===== src/rtl/riscv_timer_if.sv =====
// Bus width constants and the data-memory responder interface for the machine timer.
// Interface only: no logic, so no latency.
// The initiator holds valid_i until ready_o; ready_o is a one-cycle strobe from the responder.
package riscv_timer_pkg;
    localparam int RISCV_ADDR_WIDTH = 32;
    localparam int RISCV_WORD_WIDTH = 32;
endpackage

interface riscv_timer_if;
    logic                                         valid_i;
    logic                                         ready_o;
    logic [riscv_timer_pkg::RISCV_ADDR_WIDTH-1:0] addr_i;
    logic [riscv_timer_pkg::RISCV_WORD_WIDTH-1:0] wdata_i;
    logic [3:0]                                   we_i;
    logic [riscv_timer_pkg::RISCV_WORD_WIDTH-1:0] rdata_o;

    modport master (output valid_i, addr_i, wdata_i, we_i, input  ready_o, rdata_o);
    modport slave  (input  valid_i, addr_i, wdata_i, we_i, output ready_o, rdata_o);
endinterface


===== src/rtl/riscv_timer.sv =====
// Machine timer: 64-bit mtime/mtimecmp with level interrupt; optional prescaler under RISCV_TIMER_PRESCALER_EN.
// Latency: response one cycle after accept; writes visible to an access accepted two cycles later.
// Backpressure: none; a request is accepted in IDLE and valid_i is ignored during the response cycle.
module riscv_timer
    import riscv_timer_pkg::*;
(
    input  logic          clk,
    input  logic          rst_n,
    riscv_timer_if.slave  bus,
    output logic          irq_o
);
    localparam logic [0:0] ST_IDLE = 1'b0;
    localparam logic [0:0] ST_RESP = 1'b1;

    logic [0:0]                  r_state;
    logic                        r_ready;
    logic [RISCV_WORD_WIDTH-1:0] r_rdata;
    logic                        r_irq;
    logic [31:0]                 r_mtime_lo;
    logic [31:0]                 r_mtime_hi;
    logic [31:0]                 r_cmp_lo;
    logic [31:0]                 r_cmp_hi;
    logic                        r_en;
    logic                        r_ie;

    logic                        w_accept;
    logic                        w_wr;
    logic [2:0]                  w_off;
    logic                        w_tick;
    logic [63:0]                 w_mtime_inc;
    logic [31:0]                 w_rd_val;

    // Byte-wise merge of write data into an existing register value.
    function automatic logic [31:0] f_merge(input logic [31:0] old_val,
                                            input logic [31:0] new_val,
                                            input logic [3:0]  be);
        logic [31:0] res;
        res = old_val;
        for (int k = 0; k < 4; k++) begin
            if (be[k]) res[8*k +: 8] = new_val[8*k +: 8];
        end
        return res;
    endfunction

    assign w_accept    = (r_state == ST_IDLE) && bus.valid_i;
    assign w_wr        = w_accept && (bus.we_i != 4'b0000);
    assign w_off       = bus.addr_i[4:2];
    assign w_mtime_inc = {r_mtime_hi, r_mtime_lo} + 64'd1;

`ifdef RISCV_TIMER_PRESCALER_EN
    logic [31:0] r_prescale;
    logic [31:0] r_pcnt;

    assign w_tick = r_en && (r_pcnt == r_prescale);

    // Prescale register and divider counter; a PRESCALE write restarts the count.
    always_ff @(posedge clk or negedge rst_n) begin
        if (!rst_n) begin
            r_prescale <= '0;
            r_pcnt     <= '0;
        end else if (w_wr && w_off == 3'd5) begin
            r_prescale <= f_merge(r_prescale, bus.wdata_i, bus.we_i);
            r_pcnt     <= '0;
        end else if (r_en) begin
            r_pcnt     <= w_tick ? 32'd0 : r_pcnt + 32'd1;
        end
    end
`else
    assign w_tick = r_en;
`endif

    // Read mux over the register map; unmapped offsets read zero.
    always_comb begin
        w_rd_val = '0;
        case (w_off)
            3'd0: w_rd_val = r_mtime_lo;
            3'd1: w_rd_val = r_mtime_hi;
            3'd2: w_rd_val = r_cmp_lo;
            3'd3: w_rd_val = r_cmp_hi;
            3'd4: w_rd_val = {30'd0, r_ie, r_en};
`ifdef RISCV_TIMER_PRESCALER_EN
            3'd5: w_rd_val = r_prescale;
`endif
            default: w_rd_val = '0;
        endcase
    end

    // mtime: a bus write to either half suppresses that cycle's increment entirely.
    always_ff @(posedge clk or negedge rst_n) begin
        if (!rst_n) begin
            r_mtime_lo <= '0;
            r_mtime_hi <= '0;
        end else if (w_wr && (w_off == 3'd0 || w_off == 3'd1)) begin
            if (w_off == 3'd0) r_mtime_lo <= f_merge(r_mtime_lo, bus.wdata_i, bus.we_i);
            if (w_off == 3'd1) r_mtime_hi <= f_merge(r_mtime_hi, bus.wdata_i, bus.we_i);
        end else if (w_tick) begin
            {r_mtime_hi, r_mtime_lo} <= w_mtime_inc;
        end
    end

    // mtimecmp halves and CTRL bits, all byte-merged.
    always_ff @(posedge clk or negedge rst_n) begin
        if (!rst_n) begin
            r_cmp_lo <= '1;
            r_cmp_hi <= '1;
            r_en     <= 1'b0;
            r_ie     <= 1'b0;
        end else if (w_wr) begin
            if (w_off == 3'd2) r_cmp_lo <= f_merge(r_cmp_lo, bus.wdata_i, bus.we_i);
            if (w_off == 3'd3) r_cmp_hi <= f_merge(r_cmp_hi, bus.wdata_i, bus.we_i);
            if (w_off == 3'd4 && bus.we_i[0]) begin
                r_en <= bus.wdata_i[0];
                r_ie <= bus.wdata_i[1];
            end
        end
    end

    // Two-state handshake: accept in IDLE, strobe ready in RESP, always return to IDLE.
    always_ff @(posedge clk or negedge rst_n) begin
        if (!rst_n) begin
            r_state <= ST_IDLE;
            r_ready <= 1'b0;
            r_rdata <= '0;
        end else begin
            r_state <= w_accept ? ST_RESP : ST_IDLE;
            r_ready <= w_accept;
            r_rdata <= (w_accept && !w_wr) ? w_rd_val : '0;
        end
    end

    // Registered compare so irq_o trails the mtime/mtimecmp relationship by one cycle.
    always_ff @(posedge clk or negedge rst_n) begin
        if (!rst_n) r_irq <= 1'b0;
        else        r_irq <= r_ie && ({r_mtime_hi, r_mtime_lo} >= {r_cmp_hi, r_cmp_lo});
    end

    assign bus.ready_o = r_ready;
    assign bus.rdata_o = r_rdata;
    assign irq_o       = r_irq;
endmodule


===== src/flat_wrapper.sv =====
// flat-port wrapper written by rule: the top's interface ports become plain ports
module riscv_timer_flat import riscv_timer_pkg::*;
  (clk, rst_n, irq_o, bus_valid_i, bus_addr_i, bus_wdata_i, bus_we_i, bus_ready_o, bus_rdata_o);
  riscv_timer_if bus_i ();
  input  logic clk;
  input  logic rst_n;
  output logic irq_o;
  input wire logic [$bits(bus_i.valid_i)-1:0] bus_valid_i;
  input wire logic [$bits(bus_i.addr_i)-1:0] bus_addr_i;
  input wire logic [$bits(bus_i.wdata_i)-1:0] bus_wdata_i;
  input wire logic [$bits(bus_i.we_i)-1:0] bus_we_i;
  output wire logic [$bits(bus_i.ready_o)-1:0] bus_ready_o;
  output wire logic [$bits(bus_i.rdata_o)-1:0] bus_rdata_o;
  assign bus_i.valid_i = bus_valid_i;
  assign bus_i.addr_i = bus_addr_i;
  assign bus_i.wdata_i = bus_wdata_i;
  assign bus_i.we_i = bus_we_i;
  assign bus_ready_o = bus_i.ready_o;
  assign bus_rdata_o = bus_i.rdata_o;
  riscv_timer u_core (.clk(clk), .rst_n(rst_n), .bus(bus_i), .irq_o(irq_o));
endmodule

===== config.mk =====
export PLATFORM = sky130hd
export DESIGN_NAME = riscv_timer_flat
export DESIGN_NICKNAME = d
export VERILOG_FILES = /design/src/rtl/riscv_timer_if.sv /design/src/rtl/riscv_timer.sv /design/src/flat_wrapper.sv
export SDC_FILE = /design/constraint.sdc
export NUM_CORES = 1
export LEC_CHECK = 0
export BUFFER_PORTS_ARGS = -buffer_cell sky130_fd_sc_hd__buf_2
export CAP_MARGIN = 30
export CORE_MARGIN = 8
export CORE_UTILIZATION = 30
export CTS_CLUSTER_DIAMETER = 150
export DETAILED_ROUTE_END_ITERATION = 12
export GPL_TIMING_DRIVEN = 0
export PLACE_DENSITY_LB_ADDON = 0.05
export SLEW_MARGIN = 30
export SYNTH_ARGS = -nofsm -noshare
export SYNTH_HDL_FRONTEND = slang
export SYNTH_SLANG_ARGS = --single-unit

===== constraint.sdc =====
create_clock -name clk -period 2.2 [get_ports clk]
set_clock_uncertainty 0.1 [all_clocks]
set_input_delay 0.44 -clock clk [delete_from_list [all_inputs] [get_ports clk]]
set_output_delay 0.44 -clock clk [all_outputs]
set_load 0.03 [all_outputs]

==> reports/results.md, run 1 <==
Die
• 199.0 um — Die Height
• 0.03328 mm^2 — floorplan core area
• 0.03960 mm^2 — Die Outline Area
• 67 — site row count
• 30.19% — effective utilization at floorplan
• 199.0 um — chip width
• 105 — io pins

Pwr
• 5.622 nW — total leakage power
• 23.9% — clock group share of total power
• 0.0006196 V — maximum VDD drop
• 5.461 mW — power spent charging and discharging nets
• 1031 mW/mm^2 — power density of the placed cells
• 38.93% — Switching Share
• 8.565 mW — internal portion of total power
• 36.4% — relative contribution of sequential cells to total power
• 39.7% — power share of the combinational group
• 14.03 mW — total power draw

Routing
• 5.490 — detailed-route vias per instance
• 41810 um — WL final
• 0 — number of nets with antenna violations after routing
• 728 — Starting DRT DRC Count
• 9431 — routed vias
• 0 — DR DRC count
• 7 — Pre-Repair DR Iteration Count
• 24.34 um — routed length per placed instance

Hold path
• in2reg — worst hold path type

Worst setup path
• 2.60 ns — Worst EP arrival
• 10 — critical path fanouts, max
• reg2reg — kind of critical path
• sky130_fd_sc_hd__or4_4 — cell with the largest stage delay on the worst path
• -0.17 ns — worst reg-to-reg setup slack
• flip-flop — CP startpoint kind
• simple AND/OR/NAND/NOR gates — cell type group with the largest total delay on the critical path
• 0.49 ns — maximum cell stage delay along the critical path
• 2.43 ns — required time at the endpoint of the critical path
• flip-flop — critical path capture point type
• clkbuf_8, nand4_1, buf_6, or4_4, and4b_2, buf_8, nand3_2, o22ai_1, o21ba_2 — critical-path cell list
• 3 — number of buffers and inverters on the critical path

STA
• 0 — number of pins exceeding their max-slew limit in the final report
• 0 — final hold violations
• 107.7% — portion of the clock cycle consumed by the worst path in the final layout
• yes — unrepaired setup endpoints after global routing
• 2.370 ns — Final min period
• 43.03% — tightest slew margin relative to the limit
• 422.0 MHz — maximum operating frequency
• 13 — setup-violating endpoint count in the final report
• -0.1698 ns — final setup margin
• 0.8545 ns — slew at the pin closest to its max-slew limit

Synthesis
• 164 — number of storage elements in the synthesis netlist
• sky130_fd_sc_hd__a21oi_1 — most common cell in the synthesized netlist
• sky130_fd_sc_hd__dfrtp_1 (25%), sky130_fd_sc_hd__dfstp_2 (17%), sky130_fd_sc_hd__ha_1 (8.1%) — dominant cells by area after synthesis
• 0.01005 mm^2 — Mapped Area
• 100.0% — fraction of synthesis flops using an asynchronous set or reset pin
• 41.64% — part of the Yosys area used for sequential elements
• sky130_fd_sc_hd__dfrtp_1 — library cell occupying the most area in the post-synthesis netlist
• 9.434 um^2 — average size of a mapped cell
• 1065 — Mapped Cells
• 24.91% — share of the synthesized area in the top cell type
• 0 — number of enable flip-flop cells after synthesis
• sky130_fd_sc_hd__a21oi_1 (129), sky130_fd_sc_hd__dfrtp_1 (100), sky130_fd_sc_hd__nor2_1 (83) — leading cell types by count after synthesis
• 66 — Cell variety after synth
• sky130_fd_sc_hd__dfrtp_1 — most frequently used flop master after synthesis
• 0 — Ys Warns
• 1201 — Net Count, Synth

Cells and area
• 0.006294 mm^2 — combined area of the multi-input logic cells
• 43.62% — share of cells above drive strength 1
• 0 — number of antenna repair diodes
• 3342 — Fill cells
• 1718 — final non-filler cell total
• 0.004235 mm^2 — Storage cell area
• 35.45% — Synth-to-Final Area Change
• 1394 — final net count

Clocking
• 4 — maximum level of the CTS H-tree
• 164 — clock sink count
• 0.07 ns — clock slew at the register clock pins of the worst setup and hold paths
• sky130_fd_sc_hd__clkbuf_16 — clock tree root buffer cell
• 0.45 ns — later-pin clock latency in the skew report
• built — CTS tree
• 17 — total CTS buffers
• 2 — maximum buffer depth of the clock tree

GRT
• 1 — number of antenna violations at the first check in global routing
• 21.17% — GRT Resource Usage Total
• 9352 — via count of the first global-routing pass
• 0 — Congestion Overflow GR
• 78 — maximum number of pins on one net before global-route repair
• 61710 um — first-pass GRT wire length

Status
• complete, but fails checks — status
• negative setup slack — violations in the final reports

Run
• 0 — number of violations of the max-capacitance limit

Place
• 29380 um — post-DP HPWL
• 69 — count of buffers from port buffering
• 0.8604 — weighted congestion at the end of routability-driven global placement
• 1584 — cell count after placement

[sequential cells by signal, summed over array words and instances (netlist names)]
signal and cells:
u_core.bus.rdata_o 32, u_core.bus.ready_o 1, u_core.irq_o 1, u_core.r_cmp_hi 32
u_core.r_cmp_lo 32, u_core.r_en 1, u_core.r_ie 1, u_core.r_mtime_hi 32
u_core.r_mtime_lo 32
[worst paths after layout]
path,cells after the start,end,start
worst max register to register,9,u_core.r_mtime_hi[8],u_core.r_mtime_lo[7]
min in group asynchronous,2,u_core.bus.rdata_o[12],rst_n
worst min register to register,1,u_core.r_mtime_hi[9],u_core.r_mtime_hi[9]
max in group asynchronous,3,u_core.r_cmp_lo[28],rst_n
worst min-delay path,2,u_core.r_cmp_lo[5],bus_wdata_i[5]
worst max-delay path,9,u_core.r_mtime_hi[8],u_core.r_mtime_lo[7]
[final cells by class]
| type | count | area share, % |
|---|---|---|
| timing repair buffer | 174 | 9.387 |
| clock inverter | 9 | 1.315 |
| sequential | 164 | 31.12 |
| buffer | 46 | 2.381 |
| inverter | 75 | 2.096 |
| tap | 448 | 4.119 |
| clock buffer | 22 | 3.337 |
| multi-input combinational | 780 | 46.24 |
[layout by cell type (no fill, tap or decap), types with 9 or more instances in the layout]
master	Yosys	routed
sky130_fd_sc_hd__nor4_4	1	9
sky130_fd_sc_hd__dfrtp_2	0	41
sky130_fd_sc_hd__a21oi_1	129	110
sky130_fd_sc_hd__mux2_2	66	65
sky130_fd_sc_hd__ha_1	65	53
sky130_fd_sc_hd__clkbuf_16	0	17
sky130_fd_sc_hd__nor2_1	83	71
sky130_fd_sc_hd__clkbuf_1	31	16
sky130_fd_sc_hd__nand2_2	0	19
sky130_fd_sc_hd__dfstp_2	64	64
sky130_fd_sc_hd__o21a_1	9	9
sky130_fd_sc_hd__clkbuf_2	1	10
sky130_fd_sc_hd__nor3_4	1	10
sky130_fd_sc_hd__o21ai_0	26	21
sky130_fd_sc_hd__dfrtp_1	100	59
sky130_fd_sc_hd__inv_1	75	69
sky130_fd_sc_hd__ha_4	0	12
sky130_fd_sc_hd__a31oi_1	19	17
sky130_fd_sc_hd__buf_2	10	70
sky130_fd_sc_hd__nand3_1	38	33
sky130_fd_sc_hd__a21oi_2	0	17
sky130_fd_sc_hd__and3_1	11	10
sky130_fd_sc_hd__nand4_1	17	17
sky130_fd_sc_hd__o22a_1	30	30
sky130_fd_sc_hd__buf_4	2	93
sky130_fd_sc_hd__nand2_1	78	55
sky130_fd_sc_hd__buf_6	0	16
sky130_fd_sc_hd__a22oi_1	64	64
[logic make-up after synthesis]
family,share of synthesized area (%)
compound gates,22.10
fa+ha+maj,8.095
buf+inv,4.807
flops,41.64
mux,7.995
simple gates,15.35
[layer usage]
metal | up-vias | wire [um] | GRT usage [%]
met4 | 2 | 1041 | 7.274
met1 | 4744 | 19670 | 29.61
met3 | 47 | 2135 | 3.976
met2 | 274 | 18950 | 32.29
met5 | - | 13 | 0
li1 | 4364 | - | -
[power by group through the flow]
stage | Sequential, mW | Clock (mW) | Combinational (mW)
finish | 5.11 | 3.35 | 5.57
global route | 5.23 | 3.58 | 6.12
CTS | 5.03 | 3.45 | 4.80
detailed placement | 5.02 | 0 | 4.00
global placement | 5.02 | 0 | 3.95
floorplan | 4.65 | 0 | 2.81
[what timing repair did]
item	4_1_cts	5_1_grt
pin swaps	32	49
hold buffers	1	0
setup buffers	45	57
endpoints found under the setup margin	154	132
gates resized for setup	133	125
endpoints found under the hold margin	15	0
gates cloned	0	2
[through the flow]
stage	instance area, um^2	hold slack (ns)	TNS, ns	utilization (%)	setup slack (ns)
after floorplan	10150	0.04441	-0.1894	-	-0.09395
after global placement	11060	0.4752	-423.20	33.23	-2.395
after detailed placement	11140	0.2240	-88.80	33.47	-0.7399
after CTS	12690	0.1595	-1.644	38.13	-0.1604
after global routing	13610	0.1607	-2.227	40.89	-0.2246
final	13610	0.1718	-1.237	40.89	-0.1698
No activity file was read; power rests on OpenSTA's default activity.
==> run 2, diff against run 1 <==
--- a/config.mk
+++ b/config.mk
@@ -5,6 +5,7 @@
 export SDC_FILE = /design/constraint.sdc
 export NUM_CORES = 1
 export LEC_CHECK = 0
+export ABC_AREA = 1
 export BUFFER_PORTS_ARGS = -buffer_cell sky130_fd_sc_hd__buf_2
 export CAP_MARGIN = 30
 export CORE_MARGIN = 8
==> run 2 against run 1 <==
The run now ends clean. Worst setup slack improved by 0.24 ns. Largest cell class unchanged. Total power is 1.6% higher. Sequential share of layout area rose by 0.85 points. Largest power group unchanged.
==> reports/results.md, run 2 <==
Worst setup path
• flip-flop — critical path capture point type
• 0.09 ns — worst reg-to-reg setup slack, +0.26 ns
• buf_2, inv_1, nand4_1, nand3_4, buf_2, buf_2, nand3_1, o21ai_0, nand2_1, nand2_1 — critical-path cell list
• 2.42 ns — Worst EP arrival, -0.18 ns
• 0.35 ns — maximum cell stage delay along the critical path, -0.14 ns
• 2.49 ns — required time at the endpoint of the critical path, +0.06 ns
• simple AND/OR/NAND/NOR gates — cell type group with the largest total delay on the critical path
• in2reg — kind of critical path
• 4 — number of buffers and inverters on the critical path, +1
• input pin — CP startpoint kind
• 10 — critical path fanouts, max, unchanged
• sky130_fd_sc_hd__buf_2 — cell with the largest stage delay on the worst path
• sky130_fd_sc_hd__buf_2 — most used cell, CP

GRT
• 71450 um — first-pass GRT wire length, +16%
• 2.903% — met3 Usage GRT, -1.1 points
• met2 — most congested layer reported by global routing
• 78 — maximum number of pins on one net before global-route repair, unchanged
• 21.89% — GRT Resource Usage Total, +0.72 points
• 0 — Congestion Overflow GR, unchanged
• 1 — number of antenna violations at the first check in global routing, unchanged
• 30.38% — GRT met1 Usage, +0.77 points
• 11100 — via count of the first global-routing pass, +19%
• 35.43% — met2 track utilization from global routing, +3.1 points

Clocking
• 164 — clock sink count, unchanged
• built — CTS tree
• sky130_fd_sc_hd__clkbuf_16 — clock tree root buffer cell
• 17 — total CTS buffers, unchanged
• 0.07 ns — clock slew at the register clock pins of the worst setup and hold paths, about the same
• 4 — maximum level of the CTS H-tree, unchanged
• 2 — maximum buffer depth of the clock tree, unchanged
• 0.45 ns — later-pin clock latency in the skew report, about the same

Synthesis
• 22.49% — share of the synthesized area in the top cell type, -2.4 points
• sky130_fd_sc_hd__nand2_1 — most common cell in the synthesized netlist
• 37.60% — part of the Yosys area used for sequential elements, -4.0 points
• 15.38% — compound-cell area share of the yosys netlist, -6.7 points
• 0 — number of enable flip-flop cells after synthesis, unchanged
• 0.01113 mm^2 — Mapped Area, +11%
• 29.56% — post-synthesis share of cell area spent on and, or, nand and nor gates, +14 points
• sky130_fd_sc_hd__dfrtp_1 — library cell occupying the most area in the post-synthesis netlist
• 6.885 um^2 — average size of a mapped cell, -27%
• sky130_fd_sc_hd__dfrtp_1 — most frequently used flop master after synthesis
• 0 — Ys Warns, unchanged
• 100.0% — fraction of synthesis flops using an asynchronous set or reset pin, unchanged
• 0% — mux cell area share after synthesis, -8.0 points
• sky130_fd_sc_hd__nand2_1 (461), sky130_fd_sc_hd__nor2_1 (275), sky130_fd_sc_hd__inv_1 (210) — leading cell types by count after synthesis
• 1.417% — post-synthesis share of cell area spent on xor and xnor gates, +1.4 points
• 7.309% — post-synthesis adder-cell area fraction, -0.79 points
• 164 — number of storage elements in the synthesis netlist, unchanged
• simple AND/OR/NAND/NOR gates — combinational family with the most area after synthesis
• sky130_fd_sc_hd__dfrtp_1 (22%), sky130_fd_sc_hd__nand2_1 (16%), sky130_fd_sc_hd__dfstp_2 (15%) — dominant cells by area after synthesis
• 1616 — Mapped Cells, +52%
• 43 — Cell variety after synth, -35%
• 1752 — Net Count, Synth, +46%

Cells and area
• 1851 — final net count, +33%
• 17.19% — share of cells above drive strength 1, -26 points
• sky130_fd_sc_hd__nand2_1 (450), sky130_fd_sc_hd__nor2_1 (241), sky130_fd_sc_hd__inv_1 (210) — leading cell types in the layout, fill and taps excluded
• sky130_fd_sc_hd__nand2_1 — most common cell after layout, fill and taps aside
• 18.12% — Synth-to-Final Area Change
• 0 — number of antenna repair diodes, unchanged

Die
• 0.03661 mm^2 — floorplan core area, +10%
• 208.6 um — chip width, +4.8%
• 30.39% — effective utilization at floorplan, +0.20 points
• 208.6 um — Die Height, +4.8%
• 0.04351 mm^2 — Die Outline Area, +9.9%
• 70 — site row count, +4.5%
• 105 — io pins, unchanged

Routing
• 0 — number of nets with antenna violations after routing, unchanged
• 5 — Pre-Repair DR Iteration Count, -2
• 854 — Starting DRT DRC Count, +17%
• 47480 um — WL final, +14%
• 11110 — routed vias, +18%
• 5.059 — detailed-route vias per instance, -7.8%
• 21.62 um — routed length per placed instance, -11%
• 0 — DR DRC count, unchanged

Pwr
• 0.0006249 V — maximum VDD drop, +0.85%
• 45.86% — Switching Share, +6.9 points
• 20.8% — clock group share of total power, -3.1 points
• 6.398 nW — total leakage power, +14%
• 1085 mW/mm^2 — power density of the placed cells, +5.2%
• 6.538 mW — power spent charging and discharging nets, +20%
• 14.25 mW — total power draw, +1.6%
• 41.8% — power share of the combinational group, +2.1 points
• 37.4% — relative contribution of sequential cells to total power, +1.0 points
• 7.717 mW — internal portion of total power, -9.9%

STA
• 2.132 ns — Final min period, -0.2382 ns
• 96.89% — portion of the clock cycle consumed by the worst path in the final layout, -11 points
• 0 — number of pins exceeding their max-slew limit in the final report, unchanged
• 469.1 MHz — maximum operating frequency, +11%
• 0.1122 ns — worst hold margin, -0.05954 ns
• 0 — final hold violations, unchanged
• 0.9184 ns — slew at the pin closest to its max-slew limit, +0.06385 ns
• 0.06840 ns — final setup margin, +0.2382 ns
• yes — unrepaired setup endpoints after global routing
• 0 — setup-violating endpoint count in the final report, -13
• 38.78% — tightest slew margin relative to the limit, -4.3 points

Place
• 75 — count of buffers from port buffering, +8.7%
• -0.5266 ns — setup slack at placement, +0.2133 ns
• 0.9463 — weighted congestion at the end of routability-driven global placement, +10%
• 38250 um — post-DP HPWL, +30%

Hold path
• in2reg — worst hold path type

Run
• 0 — number of violations of the max-capacitance limit, unchanged

Status
• completed — status

## run 2: cell types whose count changed in the layout (fill, tap and decap cells not counted), sizes merged, moves of 25 or more
cell / previous run / this run
o21ai: 27 / 130
buf: 189 / 98
o22a: 30 / 0
mux2: 66 / 0
inv: 74 / 213
nor2: 83 / 278
a21oi: 130 / 56
a21boi: 1 / 35
o22ai: 8 / 33
a22oi: 64 / 1
nand2: 79 / 469
## run 2: cell type report
class / instances / area (um^2)
well taps: 468 / 585.6
clock inverters: 8 / 77.57
flip-flops and latches: 164 / 4202
plain buffers: 37 / 171.4
multi-input cells: 1200 / 6354
clock buffers: 24 / 471.7
fillers: 4056 / 23470
repair buffers: 81 / 476.7
inverters: 214 / 804.5
## run 2: layer usage
layer / share of wire, % / up-vias / wire (um)
li1: - / 5375 / -
met1: 48 / 5433 / 22830
met2: 46 / 267 / 21710
met3: 4.2 / 34 / 1988
met4: 2.0 / 0 / 946
met5: 0 / - / 0
## run 2: logic make-up (layout without fill, tap and decap cells)
family,count (synthesis),after routing
simple gates,826,826
xor+xnor,18,18
buf+inv,252,364
compound gates,291,291
flops,164,164
fa+ha+maj,65,65
## run 2: worst paths after layout
check,start,to,depth (start not counted)
max,bus_we_i[3],u_core.r_mtime_hi[3],10
min,bus_wdata_i[6],u_core.r_cmp_lo[6],3
max reg2reg,u_core.r_cmp_lo[13],u_core.irq_o,12
min reg2reg,u_core.r_cmp_hi[3],u_core.r_cmp_hi[3],2
max in group asynchronous,rst_n,u_core.r_cmp_lo[19],3
min in group asynchronous,rst_n,u_core.r_mtime_hi[9],2
## run 2: through the flow
step / instances / utilization (%) / TNS, ns / instance area, um^2
floorplan: 1616 / - / 0 / 11130
global placement: 2159 / 33.02 / -374.26 / 12090
detailed placement: 2163 / 33.27 / -41.53 / 12180
CTS: 2195 / 35.19 / 0 / 12880
global route: 2196 / 35.90 / -0.09468 / 13140
finish: 2196 / 35.90 / 0 / 13140
## run 2: worst register-to-register path, cell delays in order, from the launching register on
cell,delay [ns]
sky130_fd_sc_hd__dfstp_2,0.51
sky130_fd_sc_hd__inv_1,0.08
sky130_fd_sc_hd__ha_1,0.31
sky130_fd_sc_hd__nand2_1,0.09
sky130_fd_sc_hd__nor2_4,0.23
sky130_fd_sc_hd__nand3_1,0.10
sky130_fd_sc_hd__nor2_1,0.12
sky130_fd_sc_hd__nand2_1,0.06
sky130_fd_sc_hd__nand2_1,0.05
sky130_fd_sc_hd__nor2_1,0.04
sky130_fd_sc_hd__nand2_1,0.13
sky130_fd_sc_hd__nand2_1,0.09
sky130_fd_sc_hd__a21oi_2,0.15
## run 2: power by group through the flow
stage / sequential (mW) / combinational (mW) / clock [mW]
after floorplan: 4.75 / 3.93 / 0
after global placement: 5.31 / 5.47 / 0
after detailed placement: 5.32 / 5.54 / 0
after CTS: 5.28 / 5.67 / 3.05
after global routing: 5.44 / 6.87 / 3.14
final: 5.32 / 5.96 / 2.97
## run 2: repair_timing
item,in CTS,in global routing
endpoints found under the setup margin,50,72
hold endpoints to repair,25,0
hold buffers,1,0
buffers inserted,0,1
gates resized for setup,44,74
pin swaps,0,6
